<file path="src/rtl/accum_nbit.sv">
// Vector-sum reduction stage: accumulates a programmed number of stream
// operands through an adder_nbit feedback loop and presents the total.

module adder_nbit #(
  parameter int WIDTH = 32
) (
  input  logic [WIDTH-1:0] A,
  input  logic [WIDTH-1:0] B,
  output logic [WIDTH-1:0] Sum
);
  // Carry-out is dropped; the sum wraps modulo 2^WIDTH.
  assign Sum = A + B;
endmodule

module accum_nbit #(
  parameter int WIDTH     = 32,
  parameter int CNT_WIDTH = 8
) (
  input  logic                 clk,
  input  logic                 rst_n,
  input  logic                 start,
  input  logic [CNT_WIDTH-1:0] len,
  input  logic                 in_valid,
  output logic                 in_ready,
  input  logic [WIDTH-1:0]     in_data,
  output logic                 out_valid,
  input  logic                 out_ready,
  output logic [WIDTH-1:0]     out_data,
  output logic                 busy
);

  typedef enum logic [1:0] {
    IDLE  = 2'd0,
    ACCUM = 2'd1,
    DONE  = 2'd2
  } state_t;

  state_t               state_q, state_d;
  logic [WIDTH-1:0]     acc_q, acc_d;
  logic [CNT_WIDTH-1:0] rem_q, rem_d;
  logic [WIDTH-1:0]     sum;

  adder_nbit #(.WIDTH(WIDTH)) u_adder (
    .A   (acc_q),
    .B   (in_data),
    .Sum (sum)
  );

  always_ff @(posedge clk or negedge rst_n) begin
    if (!rst_n) begin
      state_q <= IDLE;
      acc_q   <= '0;
      rem_q   <= '0;
    end else begin
      state_q <= state_d;
      acc_q   <= acc_d;
      rem_q   <= rem_d;
    end
  end

  always_comb begin
    state_d = state_q;
    acc_d   = acc_q;
    rem_d   = rem_q;
    case (state_q)
      IDLE: begin
        if (start) begin
          acc_d   = '0;
          rem_d   = len;
          state_d = (len == '0) ? DONE : ACCUM;
        end
      end
      ACCUM: begin
        if (in_valid) begin
          acc_d = sum;
          rem_d = rem_q - CNT_WIDTH'(1);
          if (rem_q == CNT_WIDTH'(1)) state_d = DONE;
        end
      end
      DONE: begin
        // A start coinciding with this exit is deliberately not seen.
        if (out_ready) state_d = IDLE;
      end
      default: state_d = IDLE;
    endcase
  end

  // Handshake outputs depend only on registered state.
  assign in_ready  = (state_q == ACCUM);
  assign out_valid = (state_q == DONE);
  assign busy      = (state_q != IDLE);
  assign out_data  = acc_q;

endmodule

</file>
<file path="config.mk">
export PLATFORM = sky130hd
export DESIGN_NAME = accum_nbit
export DESIGN_NICKNAME = d
export VERILOG_FILES = /design/src/rtl/accum_nbit.sv
export SDC_FILE = /design/constraint.sdc
export NUM_CORES = 1
export LEC_CHECK = 0
export CORE_ASPECT_RATIO = 0.6
export CORE_MARGIN = 5
export CORE_UTILIZATION = 51
export DETAILED_ROUTE_END_ITERATION = 12
export PLACE_DENSITY = 0.82
export SETUP_SLACK_MARGIN = 0.15
export SYNTH_ARGS = -nofsm -noshare
export SYNTH_HDL_FRONTEND = slang
export SYNTH_SLANG_ARGS = --single-unit
</file>
<file path="constraint.sdc">
create_clock -name clk -period 3.5 [get_ports clk]
set_input_delay 0.35 -clock clk [delete_from_list [all_inputs] [get_ports clk]]
set_output_delay 0.35 -clock clk [all_outputs]
set_load 0.01 [all_outputs]
</file>
Yosys cells after proc, flatten, opt, wreduce, memory -nomap -nowiden
Index checks and enable logic that the tools add are counted.
{"block": "totals", "reg_bits": 42, "in_bits": 45, "output_inout_bits": 35, "word_cells": 30}
{"block": "op_classes", "addsub": 2, "n_eq_ne": 7, "mux": 12, "n_reduce_logical": 6}
{"op": "two-way mux 32 bit", "count": 2}
{"op": "one-hot mux 32 bit (2 select lines)", "count": 1}
{"op": "adder 32 bit", "count": 1}
{"op": "two-way mux 8 bit", "count": 2}
{"op": "one-hot mux 8 bit (2 select lines)", "count": 1}
{"op": "two-way mux 2 bit", "count": 5}
{"op": "equality test 8 x 1 -> 1 bit (second input constant)", "count": 1}
{"op": "zero test 8 bit", "count": 1}
{"op": "subtractor 8 x 1 -> 8 bit (second input constant)", "count": 1}
{"op": "one-hot mux 2 bit (3 select lines)", "count": 1}
{"op": "!= test 2 x 1 -> 1 bit (second input constant)", "count": 2}
{"op": "!= test 2 bit (second input constant)", "count": 2}
{"op": "AND reduction 4 bit", "count": 1}
{"op": "nonzero test 2 bit", "count": 2}
{"op": "AND reduction 3 bit", "count": 1}
{"op": "equality test 2 x 1 -> 1 bit (second input constant)", "count": 1}
{"op": "equality test 2 bit (second input constant)", "count": 1}
{"op": "zero test 2 bit", "count": 1}

Logic depth before layout (Yosys ltp)
Gate-level depths: netlist of run 1.
{"block": "logic_depth", "ltp_word": 4, "mapped_depth": 12, "depth_no_buf": 12}

Hierarchy
Synthesis of run 1 repeated with hierarchy kept, for this count alone.
{"block": "unflattened", "cells_unflattened": 413, "hier_area_um2": 3609.7}
{"mod": "accum_nbit", "n_inst": 1, "cells_each": 159, "area_per_inst_um2": 1815.5, "seq_area_each_um2": 1051.0}
{"mod": "adder_nbit", "n_inst": 1, "cells_each": 254, "area_per_inst_um2": 1794.2, "seq_area_each_um2": 0.0}

Worst setup path before layout of run 1
OpenSTA, ideal clock, no wires.
{"block": "synth_path", "path_kind": "register to register", "startpoint": "register acc_q[0] (netlist: out_data[0])", "endpoint": "register acc_q[30] (netlist: out_data[30])", "setup_time_ps": 69, "arrival_ps": 2532, "t_required_ps": 3431, "slack_ps": 899, "stages_incl_launch_ff": 13, "path_buffers": 0, "synth_period_minus_slack_ps": 2601, "path_cell_list": "dfrtp_1 ha_1 inv_1 fa_1 nand2b_1 a21o_1 a21oi_1 o21a_1 o21ai_2 a21oi_2 a21oi_1 or4_1 nand3_1"}
{"block": "synth_between", "elab_chain_cells": 3}
{"element": "from (decl)", "line": "39", "rtl": "logic [WIDTH-1:0] acc_q, acc_d;"}
{"element": "from (signal assigned)", "line": "52", "rtl": "acc_q <= '0;"}
{"element": "from (signal assigned)", "line": "56", "rtl": "acc_q <= acc_d;"}
{"element": "adder 32 bit", "line": "12", "rtl": "assign Sum = A + B;"}
{"element": "two-way mux 32 bit", "line": "74", "rtl": "if (in_valid) begin"}
{"element": "one-hot mux 32 bit (2 select lines)", "line": "65", "rtl": "case (state_q)"}
Every way passes these cells. The select of a mux whose other input is x is not followed.
A chain may end at the register's enable or synchronous reset.

Worst setup path in the final report of run 1
{"block": "layout_path", "startpoint": "input in_data[0]", "endpoint": "register acc_q[30] (netlist: out_data[30])"}
{"block": "layout_between", "elab_chain_cells": 3}
{"element": "from (decl)", "line": "25", "rtl": "input logic [WIDTH-1:0] in_data,"}
{"element": "adder 32 bit", "line": "12"}
{"element": "two-way mux 32 bit", "line": "74"}
{"element": "one-hot mux 32 bit (2 select lines)", "line": "65"}
Every way passes these cells. The select of a mux whose other input is x is not followed.

==> out/results.tsv, run 1 <==
stage	metric	value	unit
floorplan	Die Wd	116.3	µm
power_and_ir_drop	sw frac	0.4503	
global_routing	antenna violations before repair	0	
sta	Setup Viol. Count Final	0	
sta	period utilization	0.8792	
placed_design	Post-DP HPWL	7.132	mm
finish	Layout area overhead	28.56	%
setup_path	slowest CP cell	or4_1	
global_routing	largest net degree at the start of global routing	43	
setup_path	CP bufs+invs	2	
placed_design	pre-CTS WS	0.1777	ns
sta	Layout Skew	0.005082	ns
outcome	status	completed	
power_and_ir_drop	pwr/cell area	902.5	mW/mm²
route	DRC Markers	0	
setup_path	Max FO, Critical Path	4	
synthesis	Syn Area/Cell	8.310	µm²
synthesis	Post-Syn Area	0.003457	mm²
cts	H-tree depth	2	
placed_design	port bufs	79	
job	Max Cap Viol	0	
sta	Min Hold Slack	0.2471	ns
cts	CTS resizes	0	
placed_design	gp weighted congestion	0.9359	
floorplan	core area	0.006619	mm²
finish	Ant. Diodes	0	
cts	CTS tree	built	
synthesis	Synth Instances	416	
route	DR WL/cell	16.57	µm
setup_path	Top Family by Delay on Critical Path	compound AO/OA/AOI/OAI gates	
global_routing	vias in the first global route	3282	
route	Vias/cell	5.963	
floorplan	Ports	80	
cts	Max Buffers Root-to-Sink	2	
setup_path	WP data required	3.72	ns
setup_path	CP arrival	3.29	ns
sta	Final TNS setup	0	ns
power_and_ir_drop	leakage power	1.979	nW
finish	final std cells w/o fill	575	
synthesis	Post-synth EDFFs	0	
setup_path	crit path cell chain	clkdlybuf4s50_1 > ha_1 > inv_1 > fa_1 > nand2b_1 > a21o_1 > a21oi_1 > o21a_1 > o21ai_2 > a21oi_2 > a21oi_1 > or4_1 > nand3_1	
setup_path	critical path's largest stage delay	0.49	ns
global_routing	GRT Util Overall	0.2280	
synthesis	Async S/R FF share, synth	1.000	
power_and_ir_drop	Comb power frac	0.650	
route	final wirelength	9.529	mm
min_path	Worst Hold Class	in -> async	
floorplan	die area	0.008579	mm²
route	1st-iter DRT viols	294	
route	vias post-DR	3429	
cts	Sink Count	42	
synthesis	Primary FF master, synth	dfrtp_1	
global_routing	first-pass GRT wire length	15.68	mm
power_and_ir_drop	VDD IR max	0.6985	mV
sta	final setup margin	0.4227	ns
cts	Clk Latency, worst-skew pair	0.28	ns
global_routing	gr ovfl total	0	
synthesis	syn_nets	495	
cts	clock buffer count from CTS	5	
placed_design	placed cells	569	
cts	hold_buf cts	0	
finish	nets	568	
sta	RSZ-0062 raised after global routing	false	
floorplan	Rows	23	
synthesis	Seq cells post-synth	42	
route	DRT antenna net count	0	
sta	Final Hold Fails	0	
power_and_ir_drop	Pwr Total	4.011	mW
floorplan	Initial Util	0.5223	
sta	slew of the pin with the lowest slew margin	1.033	ns
setup_path	CP endpoint kind	flip-flop	
power_and_ir_drop	Power Internal	2.205	mW
finish	fin util	0.6715	
finish	Finished Cell Area	0.004444	mm²
placed_design	Area after DPL	0.004305	mm²
sta	Final Max Slew Viols	0	
synthesis	Synth Warn #	0	
sta	top achievable clock speed	0.3250	GHz
setup_path	most used cell, CP	a21oi_1	
sta	min Tclk post-route	3.077	ns
cts	Post-CTS Setup Bufs	0	
cts	Reg clk slew, reported paths	0.06	ns
finish	layout cells sized above 1	0.04098	
power_and_ir_drop	Psw	1.806	mW
sta	relative slew slack	0.3087	
route	1st-pass router iterations	5	
cts	Root Driver	clkbuf_16	
synthesis	Seq/Total Area, Yosys	0.3040	
power_and_ir_drop	Sequential Power Share	0.235	
power_and_ir_drop	Clk pwr share	0.115	
setup_path	Crit Path Class	in -> reg	
floorplan	die height	73.78	µm
setup_path	Setup crit start kind	input pin	
synthesis	Synth cell types	54	
## cells in the mapped netlist (3+ instances only)
cell type / number / area share
a211o_1: 6 / 0.015
a211oi_1: 3 / 0.0065
a21o_1: 19 / 0.041
a21oi_1: 42 / 0.061
a22o_1: 3 / 0.0076
a32o_1: 4 / 0.012
and2_1: 4 / 0.0072
and3_1: 6 / 0.011
clkbuf_1: 12 / 0.013
dfrtp_1: 42 / 0.30
ha_1: 33 / 0.12
inv_1: 14 / 0.015
nand2_1: 40 / 0.043
nand2b_1: 10 / 0.018
nand3_1: 13 / 0.019
nor2_1: 21 / 0.023
nor2b_1: 3 / 0.0054
nor3_1: 11 / 0.016
nor3b_1: 3 / 0.0065
o211ai_1: 4 / 0.0087
o21a_1: 5 / 0.011
o21ai_0: 40 / 0.058
o21bai_1: 3 / 0.0065
o22ai_1: 6 / 0.011
o31ai_1: 4 / 0.0087
or2_2: 6 / 0.011
or3_1: 5 / 0.0090
xnor2_1: 10 / 0.025
xor2_1: 10 / 0.025
## state kept, by name, summed over array words and instances (netlist names)
| signal | count |
|---|---|
| out_data | 32 |
| state_q | 2 |
| rem_q | 8 |
## worst paths after layout
path	startpoint	end	slack, ns	cells past startpoint
max	in_data[0]	out_data[30]$_DFFE_PN0P_	0.42	13
min	rst_n	state_q[1]$_DFFE_PN0P_	0.25	1
max reg2reg	out_data[0]$_DFFE_PN0P_	out_data[30]$_DFFE_PN0P_	0.57	12
min reg2reg	out_data[9]$_DFFE_PN0P_	out_data[9]$_DFFE_PN0P_	0.51	2
max in group asynchronous	rst_n	out_data[1]$_DFFE_PN0P_	2.62	1
min in group clk	out_data[9]$_DFFE_PN0P_	out_data[9]$_DFFE_PN0P_	0.51	2
## per-layer routing
metal  share of wire  track usage  up-vias
li1                -            -     1679
met1            0.48       0.3369     1610
met2            0.43       0.3454      132
met3           0.083      0.05021        8
met4          0.0056      0.03990        0
met5               0            0        -
## kinds of logic after synthesis
group / after synthesis / share of synthesized area
AOI/OAI and AO/OA: 157 / 0.2903
and+or+nand+nor: 133 / 0.1933
DFF: 42 / 0.3040
adders and majority gates: 34 / 0.1252
buffers and inverters: 28 / 0.03076
xor gates and xnor gates: 20 / 0.05067
muxes: 2 / 0.005791
## layout make-up
| type | instances | area [µm²] |
|---|---|---|
| Sequential cell | 42 | 1051 |
| Tap cell | 87 | 108.9 |
| Multi-Input combinational cell | 346 | 2300 |
| Clock buffer | 6 | 138.9 |
| Timing Repair Buffer | 80 | 793.3 |
| Fill cell | 546 | 2175 |
| Inverter | 14 | 52.55 |
## power by group through the flow
stage / registers, mW / clock network, mW / logic, mW
after floorplan: 0.962 / 0 / 1.70
after global placement: 0.933 / 0 / 2.50
after detailed placement: 0.947 / 0 / 2.55
after CTS: 0.940 / 0.467 / 2.58
after global routing: 0.977 / 0.486 / 2.88
final: 0.944 / 0.460 / 2.61
## placed cells by master (no fill, tap or decap), types with 5 or more instances in the layout
cell type and instances:
clkdlybuf4s50_1 78, a21oi_1 42, dfrtp_1 42, o21ai_0 40, nand2_1 40, ha_1 33, nor2_1 21, a21o_1 19
inv_1 14, nand3_1 13, nor3_1 11, nand2b_1 10, xnor2_1 10, xor2_1 10, or2_2 6, and3_1 6
a211o_1 6, o22ai_1 6, o21a_1 5, or3_1 5, clkbuf_16 5
## worst register-to-register path, stage by stage, from the launching register on
cell and delay [ns]:
dfrtp_1 0.38, ha_1 0.20, inv_1 0.06, fa_1 0.39, nand2b_1 0.18, a21o_1 0.18, a21oi_1 0.21, o21a_1 0.18
o21ai_2 0.08, a21oi_2 0.27, a21oi_1 0.15, or4_1 0.49, nand3_1 0.10
Power figures use the tool's default switching activity.
==> run 2: changes to the inputs <==
CAP_MARGIN = 10   (was unset)
CORE_UTILIZATION = 52   (was 51)
PLACE_DENSITY = 0.83   (was 0.82)
SYNTH_HIERARCHICAL = 1   (was unset)
==> run 2 against run 1 <==
  * First-iteration DRC count down 17%
  * Via count increased by 2.7%
  * Wire length grew 6.2%
  * Critical path depth is 2 lower
==> out/results.tsv, run 2 <==
stage	metric	value	unit	change
cts	H-tree depth	2		unchanged
placed_design	port bufs	79		unchanged
sta	min Tclk post-route	2.835	ns	was 3.077 ns
synthesis	Primary FF master, synth	dfrtp_1		unchanged
placed_design	placed cells	556		was 569
power_and_ir_drop	Sequential Power Share	0.226		was 0.235
setup_path	CP endpoint kind	flip-flop		unchanged
floorplan	Initial Util	0.5383		was 0.5223
cts	Post-CTS Setup Bufs	0		unchanged
setup_path	FF-to-FF path depth	10		was 12
power_and_ir_drop	leakage power	2.049	nW	was 1.979 nW
power_and_ir_drop	Comb power frac	0.651		was 0.650
synthesis	Syn Area/Cell	8.740	µm²	was 8.310 µm²
floorplan	Rows	23		unchanged
synthesis	Seq cells post-synth	42		unchanged
setup_path	Crit Path Class	in -> reg		unchanged
route	vias post-DR	3521		was 3429
floorplan	Die Wd	117.6	µm	was 116.3 µm
route	DR WL/cell	17.95	µm	was 16.57 µm
synthesis	Synth Instances	413		was 416
outcome	status	completed		unchanged
job	Max Cap Viol	0		unchanged
cts	Sink Count	42		unchanged
route	Vias/cell	6.243		was 5.963
setup_path	Setup crit start	in_data[0]		unchanged
cts	Reg clk slew, reported paths	0.06	ns	about the same
setup_path	CP arrival	3.01	ns	was 3.29 ns
synthesis	Synth cell types	57		was 54
sta	period utilization	0.8100		was 0.8792
finish	nets	555		was 568
setup_path	reg2reg start	out_data[0]$_DFFE_PN0P_		unchanged
finish	final std cells w/o fill	564		was 575
min_path	Worst Hold Class	in -> async		unchanged
synthesis	Seq/Total Area, Yosys	0.2912		was 0.3040
finish	Ant. Diodes	0		unchanged
sta	RSZ-0062 raised after global routing	false		unchanged
finish	most frequent cells in the layout	clkdlybuf4s50_1, dfrtp_1, a21oi_1, ha_1, a22o_1		was clkdlybuf4s50_1, a21oi_1, dfrtp_1, o21ai_0, nand2_1
floorplan	die height	74.54	µm	was 73.78 µm
synthesis	Post-Syn Area	0.003610	mm²	was 0.003457 mm²
route	1st-iter DRT viols	245		was 294
finish	fill count	544		was 546
floorplan	die area	0.008762	mm²	was 0.008579 mm²
synthesis	top cell type's share of synthesized area	0.2912		was 0.3040
setup_path	WP data required	3.67	ns	was 3.72 ns
sta	top achievable clock speed	0.3527	GHz	was 0.3250 GHz
route	final wirelength	10.12	mm	was 9.529 mm
power_and_ir_drop	pwr/cell area	918.3	mW/mm²	was 902.5 mW/mm²
sta	Final Max Slew Viols	0		unchanged
setup_path	Setup crit start kind	input pin		unchanged
synthesis	cell taking the most area after synthesis	dfrtp_1		unchanged
synthesis	Async S/R FF share, synth	1.000		unchanged
cts	clock buffer count from CTS	5		unchanged
power_and_ir_drop	VDD IR max	0.4032	mV	was 0.6985 mV
synthesis	most common cell in the netlist	dfrtp_1		
cts	CTS tree	built		unchanged
route	DRC Markers	0		unchanged
placed_design	Post-DP HPWL	7.557	mm	was 7.132 mm
synthesis	Synth Warn #	6		was 0
power_and_ir_drop	Pwr Total	4.201	mW	was 4.011 mW
route	DRT antenna net count	0		unchanged
setup_path	worst reg2reg endpoint	out_data[28]$_DFFE_PN0P_		was out_data[30]$_DFFE_PN0P_
global_routing	gr ovfl total	0		unchanged
cts	hold_buf cts	0		unchanged
cts	Root Driver	clkbuf_16		unchanged
cts	CTS resizes	0		unchanged
finish	commonest non-fill, non-tap cell in the layout	clkdlybuf4s50_1		unchanged
global_routing	largest net degree at the start of global routing	43		unchanged
sta	Final TNS setup	0	ns	unchanged
setup_path	Max FO, Critical Path	4		unchanged
route	1st-pass router iterations	6		was 5
sta	Layout Skew	0.004091	ns	was 0.005082 ns
synthesis	Synth area leaders	dfrtp_1, ha_1, a22o_1, a21oi_1, xnor2_1		was dfrtp_1, ha_1, a21oi_1, o21ai_0, nand2_1
cts	Clk Latency, worst-skew pair	0.28	ns	about the same
global_routing	antenna violations before repair	0		unchanged
power_and_ir_drop	Psw	1.882	mW	was 1.806 mW
synthesis	Post-synth top cells	dfrtp_1, a21oi_1, ha_1		was a21oi_1, dfrtp_1, nand2_1, o21ai_0, ha_1
cts	Max Buffers Root-to-Sink	2		unchanged
floorplan	core area	0.006705	mm²	was 0.006619 mm²
setup_path	Worst R2R Setup Slack	0.72	ns	was 0.57 ns
finish	Layout area overhead	26.72	%	was 28.56%
placed_design	gp weighted congestion	0.9095		was 0.9359
sta	slew of the pin with the lowest slew margin	0.9545	ns	was 1.033 ns
sta	Setup Viol. Count Final	0		unchanged
power_and_ir_drop	sw frac	0.4480		was 0.4503
synthesis	syn_nets	492		was 495
global_routing	vias in the first global route	3360		was 3282
floorplan	Ports	80		unchanged
synthesis	Post-synth EDFFs	0		unchanged
sta	relative slew slack	0.3637		was 0.3087
sta	Final Hold Fails	0		unchanged
global_routing	GRT Util Overall	0.2267		was 0.2280
finish	layout cells sized above 1	0.04403		was 0.04098
power_and_ir_drop	Power Internal	2.319	mW	was 2.205 mW
global_routing	first-pass GRT wire length	16.39	mm	was 15.68 mm
power_and_ir_drop	Clk pwr share	0.122		was 0.115
finish	max FFs per register	32		unchanged
## run 2: cell types whose count changed after synthesis, sizes merged, moves of 6 or more
cell    change
a22o       +29
nand2      -21
o21ai      -14
buf         +9
xnor2       +7
nand2b      -6
## run 2: cell type report
| class | instances | area (µm²) | area share |
|---|---|---|---|
| multi-input cells | 332 | 2391 | 0.5227 |
| flip-flops and latches | 42 | 1051 | 0.2298 |
| repair buffers | 82 | 808.3 | 0.1767 |
| clock buffers | 8 | 166.4 | 0.03638 |
| well taps | 87 | 108.9 | 0.02380 |
| inverters | 13 | 48.80 | 0.01067 |
## run 2: how the worst max path moves through the flow
stage	endpoint	slack, ns	cells past startpoint
6_report	out_data[28]$_DFFE_PN0P_	0.67	11
5_1_grt	out_data[28]$_DFFE_PN0P_	0.47	11
4_1_cts	out_data[28]$_DFFE_PN0P_	0.69	11
3_5_place_dp	out_data[28]$_DFFE_PN0P_	0.41	11
3_3_place_gp	out_data[28]$_DFFE_PN0P_	0.52	11
2_1_floorplan	out_data[28]$_DFFE_PN0P_	1.02	10
## run 2: power by group through the flow
stage	registers [mW]	clock network [mW]	logic, mW
2_1_floorplan	0.945	0	1.85
3_3_place_gp	0.941	0	2.60
3_5_place_dp	0.953	0	2.66
4_1_cts	0.950	0.520	2.70
5_1_grt	0.986	0.540	2.98
6_report	0.951	0.514	2.74
## run 2: metrics by stage
stage / hold slack [ns] / setup slack [ns] / util / instance area [µm²]
global placement: 0.5211 / 0.5158 / 0.6574 / 4408
detailed placement: 0.5262 / 0.4132 / 0.6574 / 4408
CTS: 0.2640 / 0.6917 / 0.6822 / 4574
finish: 0.2165 / 0.6651 / 0.6822 / 4574
floorplan: 0.05441 / 1.016 / - / 3610
global route: 0.3284 / 0.4678 / 0.6822 / 4574
## run 2: logic make-up after synthesis
logic type      count (synthesis)  synth area share
compound gates                166            0.3255
simple gates                  100            0.1380
flops                          42            0.2912
buf+inv                        39           0.04645
fa+ha+maj                      34            0.1199
xor+xnor                       28           0.06794
mux                             4           0.01109
## run 2: worst max-delay path, stage by stage
cell and delay, ns:
clkdlybuf4s50_1 0.41, ha_1 0.21, fa_1 0.40, a21oi_1 0.25, o211a_1 0.24, o21ai_0 0.20
a221oi_2 0.40, o21ai_1 0.10, a21oi_1 0.18, xnor2_1 0.09, a22o_1 0.20
## run 2: layer usage
metal  track usage  vias up  wire length [µm]
li1              -     1680                 -
met2        0.3434      163              4242
met3       0.04635       13               851
met5             0        -                 0
met1        0.3351     1665              4936
met4       0.05344        0                94
